## src/rtl/fifo_pkg.sv

```systemverilog
// Shared constants for the byte-stream FIFO.
package fifo_pkg;

  localparam int unsigned DATA_W = 8;
  localparam int unsigned DEPTH  = 8;
  localparam int unsigned ADDR_W = $clog2(DEPTH);
  // One extra bit so the count can represent DEPTH itself.
  localparam int unsigned CNT_W  = ADDR_W + 1;

endpackage

```

## src/rtl/fifo_if.sv

```systemverilog
// Producer/consumer handshake bundle for the FIFO; slave is the FIFO side.
interface fifo_if;
  import fifo_pkg::*;

  logic              wr;
  logic [DATA_W-1:0] data_in;
  logic              rd;
  logic [DATA_W-1:0] data_out;
  logic              data_out_valid;
  logic              empty;
  logic              full;

  modport master (
    output wr, data_in, rd,
    input  data_out, data_out_valid, empty, full
  );

  modport slave (
    input  wr, data_in, rd,
    output data_out, data_out_valid, empty, full
  );

endinterface

```

## src/rtl/fifo_mem.sv

```systemverilog
// DEPTH x DATA_W register array: synchronous write port, asynchronous read port.
module fifo_mem
  import fifo_pkg::*;
(
  input  logic              clk_i,
  input  logic              we_i,
  input  logic [ADDR_W-1:0] waddr_i,
  input  logic [DATA_W-1:0] wdata_i,
  input  logic [ADDR_W-1:0] raddr_i,
  output logic [DATA_W-1:0] rdata_o
);

  logic [DATA_W-1:0] mem_q [DEPTH];

  // Contents are deliberately left unreset.
  always_ff @(posedge clk_i) begin
    if (we_i) begin
      mem_q[waddr_i] <= wdata_i;
    end
  end

  assign rdata_o = mem_q[raddr_i];

endmodule

```

## src/rtl/fifo.sv

```systemverilog
// Single-clock FIFO: pointers, occupancy count, status flags and registered read data.
module fifo
  import fifo_pkg::*;
(
  input  logic    clk_i,
  input  logic    clear_ni,
  fifo_if.slave   bus_io
);

  logic [ADDR_W-1:0] wptr_q, wptr_d;
  logic [ADDR_W-1:0] rptr_q, rptr_d;
  logic [CNT_W-1:0]  count_q, count_d;
  logic [DATA_W-1:0] dout_q, dout_d;
  logic              valid_q, valid_d;
  logic [DATA_W-1:0] mem_rdata;
  logic              empty, full;
  logic              wr_en, rd_en;

  // Flags come from the registered count only, so requests never reach them combinationally.
  assign empty = (count_q == '0);
  assign full  = (count_q == CNT_W'(DEPTH));

  assign wr_en = bus_io.wr && !full;
  assign rd_en = bus_io.rd && !empty;

  fifo_mem u_mem (
    .clk_i   (clk_i),
    .we_i    (wr_en),
    .waddr_i (wptr_q),
    .wdata_i (bus_io.data_in),
    .raddr_i (rptr_q),
    .rdata_o (mem_rdata)
  );

  always_comb begin
    wptr_d  = wptr_q;
    rptr_d  = rptr_q;
    count_d = count_q;
    dout_d  = dout_q;
    valid_d = 1'b0;

    if (wr_en) begin
      wptr_d = wptr_q + ADDR_W'(1);
    end
    if (rd_en) begin
      rptr_d  = rptr_q + ADDR_W'(1);
      dout_d  = mem_rdata;
      valid_d = 1'b1;
    end

    if (wr_en && !rd_en) begin
      count_d = count_q + CNT_W'(1);
    end else if (rd_en && !wr_en) begin
      count_d = count_q - CNT_W'(1);
    end
  end

  always_ff @(posedge clk_i or negedge clear_ni) begin
    if (!clear_ni) begin
      wptr_q  <= '0;
      rptr_q  <= '0;
      count_q <= '0;
      dout_q  <= '0;
      valid_q <= 1'b0;
    end else begin
      wptr_q  <= wptr_d;
      rptr_q  <= rptr_d;
      count_q <= count_d;
      dout_q  <= dout_d;
      valid_q <= valid_d;
    end
  end

  assign bus_io.data_out       = dout_q;
  assign bus_io.data_out_valid = valid_q;
  assign bus_io.empty          = empty;
  assign bus_io.full           = full;

endmodule

```

## src/flat_wrapper.sv

```systemverilog
// flat-port wrapper written by rule: the top's interface ports become plain ports
module fifo_flat import fifo_pkg::*;
  (clk_i, clear_ni, bus_io_wr, bus_io_data_in, bus_io_rd, bus_io_data_out, bus_io_data_out_valid, bus_io_empty, bus_io_full);
  fifo_if bus_io_i ();
  input  logic clk_i;
  input  logic clear_ni;
  input wire logic [$bits(bus_io_i.wr)-1:0] bus_io_wr;
  input wire logic [$bits(bus_io_i.data_in)-1:0] bus_io_data_in;
  input wire logic [$bits(bus_io_i.rd)-1:0] bus_io_rd;
  output wire logic [$bits(bus_io_i.data_out)-1:0] bus_io_data_out;
  output wire logic [$bits(bus_io_i.data_out_valid)-1:0] bus_io_data_out_valid;
  output wire logic [$bits(bus_io_i.empty)-1:0] bus_io_empty;
  output wire logic [$bits(bus_io_i.full)-1:0] bus_io_full;
  assign bus_io_i.wr = bus_io_wr;
  assign bus_io_i.data_in = bus_io_data_in;
  assign bus_io_i.rd = bus_io_rd;
  assign bus_io_data_out = bus_io_i.data_out;
  assign bus_io_data_out_valid = bus_io_i.data_out_valid;
  assign bus_io_empty = bus_io_i.empty;
  assign bus_io_full = bus_io_i.full;
  fifo u_core (.clk_i(clk_i), .clear_ni(clear_ni), .bus_io(bus_io_i));
endmodule
```

## config.mk

```make
export PLATFORM = sky130hd
export DESIGN_NAME = fifo_flat
export DESIGN_NICKNAME = d
export VERILOG_FILES = /design/src/rtl/fifo_pkg.sv /design/src/rtl/fifo_if.sv /design/src/rtl/fifo_mem.sv /design/src/rtl/fifo.sv /design/src/flat_wrapper.sv
export SDC_FILE = /design/constraint.sdc
export NUM_CORES = 1
export LEC_CHECK = 0
export CAP_MARGIN = 20
export CORE_MARGIN = 10
export CORE_UTILIZATION = 60
export CTS_CLUSTER_DIAMETER = 50
export DETAILED_ROUTE_END_ITERATION = 12
export HOLD_SLACK_MARGIN = 0.06
export PLACE_DENSITY = 0.81
export SKIP_LAST_GASP = 1
export SLEW_MARGIN = 5
export SYNTH_ARGS = -nofsm -noshare
export SYNTH_HDL_FRONTEND = slang
export SYNTH_SLANG_ARGS = --single-unit
```

## constraint.sdc

```tcl
create_clock -name clk_i -period 5.69 [get_ports clk_i]
set_input_delay 1.707 -clock clk_i [delete_from_list [all_inputs] [get_ports clk_i]]
set_output_delay 1.707 -clock clk_i [all_outputs]
set_load 0.01 [all_outputs]
```

== Word-level counts from Yosys, hierarchy flattened ==
Memory sizes are Yosys's and may differ from the RTL's. A register that Yosys moved wholly into a read port is not among the register bits.
Index checks and enable logic that the tools add are counted.

* Latch bits: 0
* Memories: 1
* Output and inout bits: 11
* Memory bits (writable): 64
* Input bits: 12
* ROM bits: 0
* Register bits after elaboration: 11

{| class="wikitable"
|+ Memories
! memory !! words !! bits a word !! rd ports !! clocked after memory_dff !! wr ports !! line !! source
|-
| u_core.u_mem.mem_q || 8 || 8 || 1 || 1 || 1 || fifo_mem.sv:13 || <nowiki>logic [DATA_W-1:0] mem_q [DEPTH];</nowiki>
|}

* Mux-type cells: 5
* Divide/modulo/power cells: 0
* Add/sub/neg operators: 4
* Equality and inequality tests: 1
* Bitwise logic cells: 0
* Reductions and logical operators: 11
* Shift operators: 0
* Magnitude comparators: 0
* Multipliers: 0

{| class="wikitable"
|+ Operators with widths
! kind !! count
|-
| two-way mux 4 bit || 2
|-
| adder 3 x 1 -> 3 bit, second input constant || 2
|-
| zero test 1 bit || 5
|-
| adder 4 x 1 -> 4 bit, second input constant || 1
|-
| equality test 4 bit, second input constant || 1
|-
| logical AND 1 bit || 4
|-
| zero test 4 bit || 1
|-
| subtractor 4 x 1 -> 4 bit, second input constant || 1
|-
| two-way mux 1 bit || 3
|-
| nonzero test 2 bit || 1
|}

== Logic depth before layout (Yosys ltp) ==
* Depth after elaboration: 7
* Mapped depth: 9
* Gate-level depth less buffers: 9

== Hierarchy ==
Synthesis repeated with hierarchy kept, for this count alone.

* Cells, all modules: 194
* Area total of the unflattened synthesis: 3484.6 sq um

{| class="wikitable"
|+ By module, submodules not included
! module !! instances !! cells an instance !! area an instance (sq um)
|-
| fifo_mem || 1 || 106 || 2531.2
|-
| fifo || 1 || 88 || 953.4
|}

== Worst setup path after synthesis ==
No wires, ideal clock.

* Path kind: input-to-reg
* From: input bus_io_wr
* To: register u_core.count_q[3]
* Stages: 7
* Buffers on the path: 0
* Data required time: 5.554 ns
* Slack: 2.342 ns
* Arrival: 3.212 ns
* Setup time: 0.136 ns
* Cell sequence: a21boi_2 -> ha_1 -> inv_1 -> ha_1 -> a21o_1 -> a2111oi_0 -> o31ai_1

* Word-level cells in the longest chain between the ends: 4

{| class="wikitable"
|+ Ends and longest elaborated chain
! element !! line !! source
|-
| start, declared || flat_wrapper.sv:7 || <nowiki>input wire logic [$bits(bus_io_i.wr)-1:0] bus_io_wr;</nowiki>
|-
| logical AND 1 bit * || fifo.sv:23 || <nowiki>assign wr_en = bus_io.wr && !full;</nowiki>
|-
| zero test 1 bit || fifo.sv:53 || <nowiki>end else if (rd_en && !wr_en) begin</nowiki>
|-
| logical AND 1 bit || fifo.sv:53 ||
|-
| nonzero test 2 bit (no source line) || -- ||
|-
| end signal, assigned || fifo.sv:68 || <nowiki>count_q <= count_d;</nowiki>
|-
| end, declared || fifo.sv:12 || <nowiki>logic [CNT_W-1:0] count_q, count_d;</nowiki>
|}

Mark *: on every way between the ends. The rest lies on a longest branch, timed or not.
A chain may end at the register's enable or synchronous reset.

== Worst setup path after layout ==
* From: input bus_io_rd
* To: register u_core.count_q[3]

* Word-level cells in the longest chain between the ends: 4

{| class="wikitable"
|+ Ends and longest elaborated chain
! element !! line !! source
|-
| start, declared || flat_wrapper.sv:9 || <nowiki>input wire logic [$bits(bus_io_i.rd)-1:0] bus_io_rd;</nowiki>
|-
| logical AND 1 bit * || fifo.sv:24 || <nowiki>assign rd_en = bus_io.rd && !empty;</nowiki>
|-
| zero test 1 bit || fifo.sv:51 || <nowiki>if (wr_en && !rd_en) begin</nowiki>
|-
| logical AND 1 bit || fifo.sv:51 ||
|-
| two-way mux 4 bit or nonzero test 2 bit (tied branches) || -- ||
|}

Marked as above.

==> results by group <==
Timing
  • RSZ-0062 raised after global routing: no
  • Slew Limit Fails: 0
  • Least-Margin Pin Slew: 1010 ps
  • Highest Clock Rate: 0.269 GHz
  • Fin crit period: 3720 ps
  • Setup total negative slack: 0 ps
  • Final setup vio count: 0
  • Final Cycle Share: 65.4%
  • Setup Skew: around 5.7 ps
  • Final Hold Vio Count: 0
  • Rel. slew slack: ~32%

Finish
  • Leading cell type in the layout, fill and taps excluded: edfxtp_1
  • Layout Utilization: 70.4%
  • Area delta synth->final: 13.8%
  • Area of the multi-input gates: 931 um^2
  • Register Area: ~2400 um^2
  • Post-layout nets: 257
  • N_diodes: 0
  • Design Area, Final: 3880 um^2
  • Layout cell share with drive strength beyond 1: ~16%
  • Non-Filler Instances: 316
  • Most frequent cells in the layout: edfxtp_1 (64), clkdlybuf4s50_1 (22), nand2_1 (19), dfrtp_1 (19), mux2_2 (18)
  • Filler instances: 369

Die
  • Full die area: 9100 um^2
  • Vert. Die Dim: 95.4 um
  • IO Pins: 23
  • Starting Density: ~62%
  • Core area: 5510 um^2
  • Row count: 27
  • Die width: 95.4 um

Logic synthesis
  • Synth Cell Area: 3410 um^2
  • Synth async-reset ratio: 22.9%
  • Ys flop type: edfxtp_1
  • Post-Synthesis Cells: 212
  • Syn_nets: 230
  • Yosys warning total: 0
  • Cell variety after synth: 33
  • Synth Area in Simple Gates: between 5 and 6%
  • Synth Area in XOR/XNOR: 1.54%
  • EDFF count, synth: 64
  • FF+latch count, synth: 83
  • Post-synthesis sequential area ratio: 70.3%
  • Multiplexer share of the synthesized area: 10.9%
  • Largest family of logic cells by synthesized area: multiplexers
  • Adder-cell area share of the yosys netlist: 2.42%
  • Syn avg cell area: 16.1 um^2
  • Post-synthesis compound-gate area fraction: 7.05%

Route
  • Total Wirelength: 6.10 mm
  • Final ANT Viol Nets: 0
  • Via count: 1871
  • Initial DRT Pass Iterations: 4
  • Wire per inst: between 15 and 20 um
  • DR iter-0 viols: 129
  • # DRC: 0
  • Vias per inst: 5.92

Global route
  • Largest net degree at the start of global routing: 35
  • Vias in the first global route: 1824
  • First-pass GRT wire length: between 9 and 10 mm
  • Global Route Usage Sum: 14.3%
  • Grt ovf: 0
  • Initial antenna violation count: 0

Clock network
  • Clk_lat worst skew: 340 ps
  • TritonCTS clock tree: done
  • Postcts setup bufs: 0
  • # resized after CTS: 0
  • Root buf cell: clkbuf_8
  • Sink Count: 83
  • Total CTS buffers: 9
  • CTS Buffer Depth: 2
  • Htree depth: 3
  • Hold-fix buffers, CTS: 0
  • Clk slew on worst S/H paths: roughly 80 ps

Status
  • Status: completed

Hold path
  • Worst min-delay path class: reg -> reg
  • Worst hold path depth: 2
  • Min-delay src: u_core.bus_io.data_out[6]
  • Hold endpoint: u_core.bus_io.data_out[6]

Power
  • PD cells: 518 nW/um^2
  • Total power: roughly 2.0 mW
  • Leakage: 1.40 nW
  • Worst vdd ir: between 0.3 and 0.4 mV

Worst setup path
  • Reg-to-reg startpoint: u_core.count_q[3]
  • FF-to-FF End: u_core.count_q[3]
  • Worst path bufs/invs: 2
  • Critical Path Max Stage Delay: around 500 ps
  • CP Launch Type: input pin
  • Data required, critical path: 5900 ps
  • Slowest stage cell, crit path: clkdlybuf4s50_1
  • Critical Path End Type: flop
  • Crit path top cell by count: ha_1
  • CP arrival: approximately 4000 ps
  • R2R depth: 7
  • Crit path cell chain: clkdlybuf4s50_1 -> o41ai_4 -> ha_1 -> inv_1 -> ha_1 -> a21o_1 -> a2111oi_0 -> o31ai_1
  • CP top delay family: compound AO/OA/AOI/OAI gates
  • R2r setup slk: roughly 2500 ps
  • Start-to-end type of the worst setup path: in -> reg
  • Crit Path Max Fanout: 20

Placed design
  • Final HPWL DP: 3.90 mm
  • # port buffers: 22
  • Gpl congestion: 0.715
  • Cell total after placement: 298
  • Area of placed instances: 3650 um^2

Job
  • Max_cap viols: 0
==> metal layers <==
layer | routed length, um | up-vias | track usage (%)
met3 | 403 | 12 | 3.61
met4 | 159 | 0 | 7.62
met2 | 2950 | 56 | 22.2
met5 | 0 | - | 0
li1 | - | 864 | -
met1 | 2590 | 939 | 18.1
==> Yosys cell counts (2+ instances only) <==
library cell	count	area, um^2
edfxtp_1	64	1920
dfrtp_1	19	475
nand2_1	19	71.3
mux2_2	18	203
mux2i_1	17	170
a221o_1	8	80.1
o22ai_1	8	50.1
nor2_1	7	26.3
o21ai_1	7	35.0
nor3_1	6	30.0
ha_1	5	62.6
xnor2_1	5	43.8
nand2b_1	4	25.0
buf_12	2	40.0
buf_2	2	10.0
buf_6	2	22.5
clkbuf_1	2	7.51
o21ai_0	2	10.0
==> final cells by class <==
type                       instances  area share [%]
timing repair buffer              25            6.13
tap                               72            2.32
inverter                           2           0.194
multi-input combinational        118            24.0
sequential                        83            61.8
clock buffer                       9            3.19
clock inverter                     7            2.35
==> worst register-to-register path, stage by stage (launching register included) <==
cell and delay (ps):
dfrtp_1 490, o41ai_4 980, ha_1 370, inv_1 140, ha_1 290, a21o_1 180, a2111oi_0 430, o31ai_1 150
==> sequential cells by signal (all words and copies together) (netlist names) <==
register / count
u_core.u_mem.mem_q: 64
u_core.bus_io.data_out: 8
u_core.count_q: 4
u_core.rptr_q: 3
u_core.wptr_q: 3
u_core.bus_io.data_out_valid: 1
==> through the flow <==
step / hold WS (ps) / setup WS [ps]
3_5_place_dp: 475 / 1610
6_report: 488 / 1970
3_3_place_gp: 461 / 1750
2_1_floorplan: 480 / 2340
4_1_cts: 494 / 1970
5_1_grt: 503 / 1810
==> where the power goes <==
| part | switching (mW) | leakage (nW) | internal (mW) |
|---|---|---|---|
| Sequential | 0.0893 | 0.807 | 0.795 |
| Combinational | 0.357 | 0.484 | 0.315 |
| Clock | 0.206 | 0.111 | 0.246 |
==> cell families after synthesis <==
kind of cell | count (synthesis)
flip-flops | 83
AND/OR/NAND/NOR | 39
multiplexers | 35
AO/OA/AOI/OAI | 32
buffers and inverters | 11
XOR/XNOR | 6
adder cells (fa/ha/maj) | 6
==> worst max-delay path by stage <==
stage	from	endpoint	slack, ps	cells after the start
2_1_floorplan	bus_io_wr	u_core.count_q[3]	2340	7
3_3_place_gp	bus_io_rd	u_core.count_q[3]	1750	8
3_5_place_dp	bus_io_rd	u_core.count_q[3]	1610	8
4_1_cts	bus_io_rd	u_core.count_q[3]	1970	8
5_1_grt	bus_io_rd	u_core.count_q[3]	1810	8
6_report	bus_io_rd	u_core.count_q[3]	1970	8
Power figures use the tool's default switching activity.
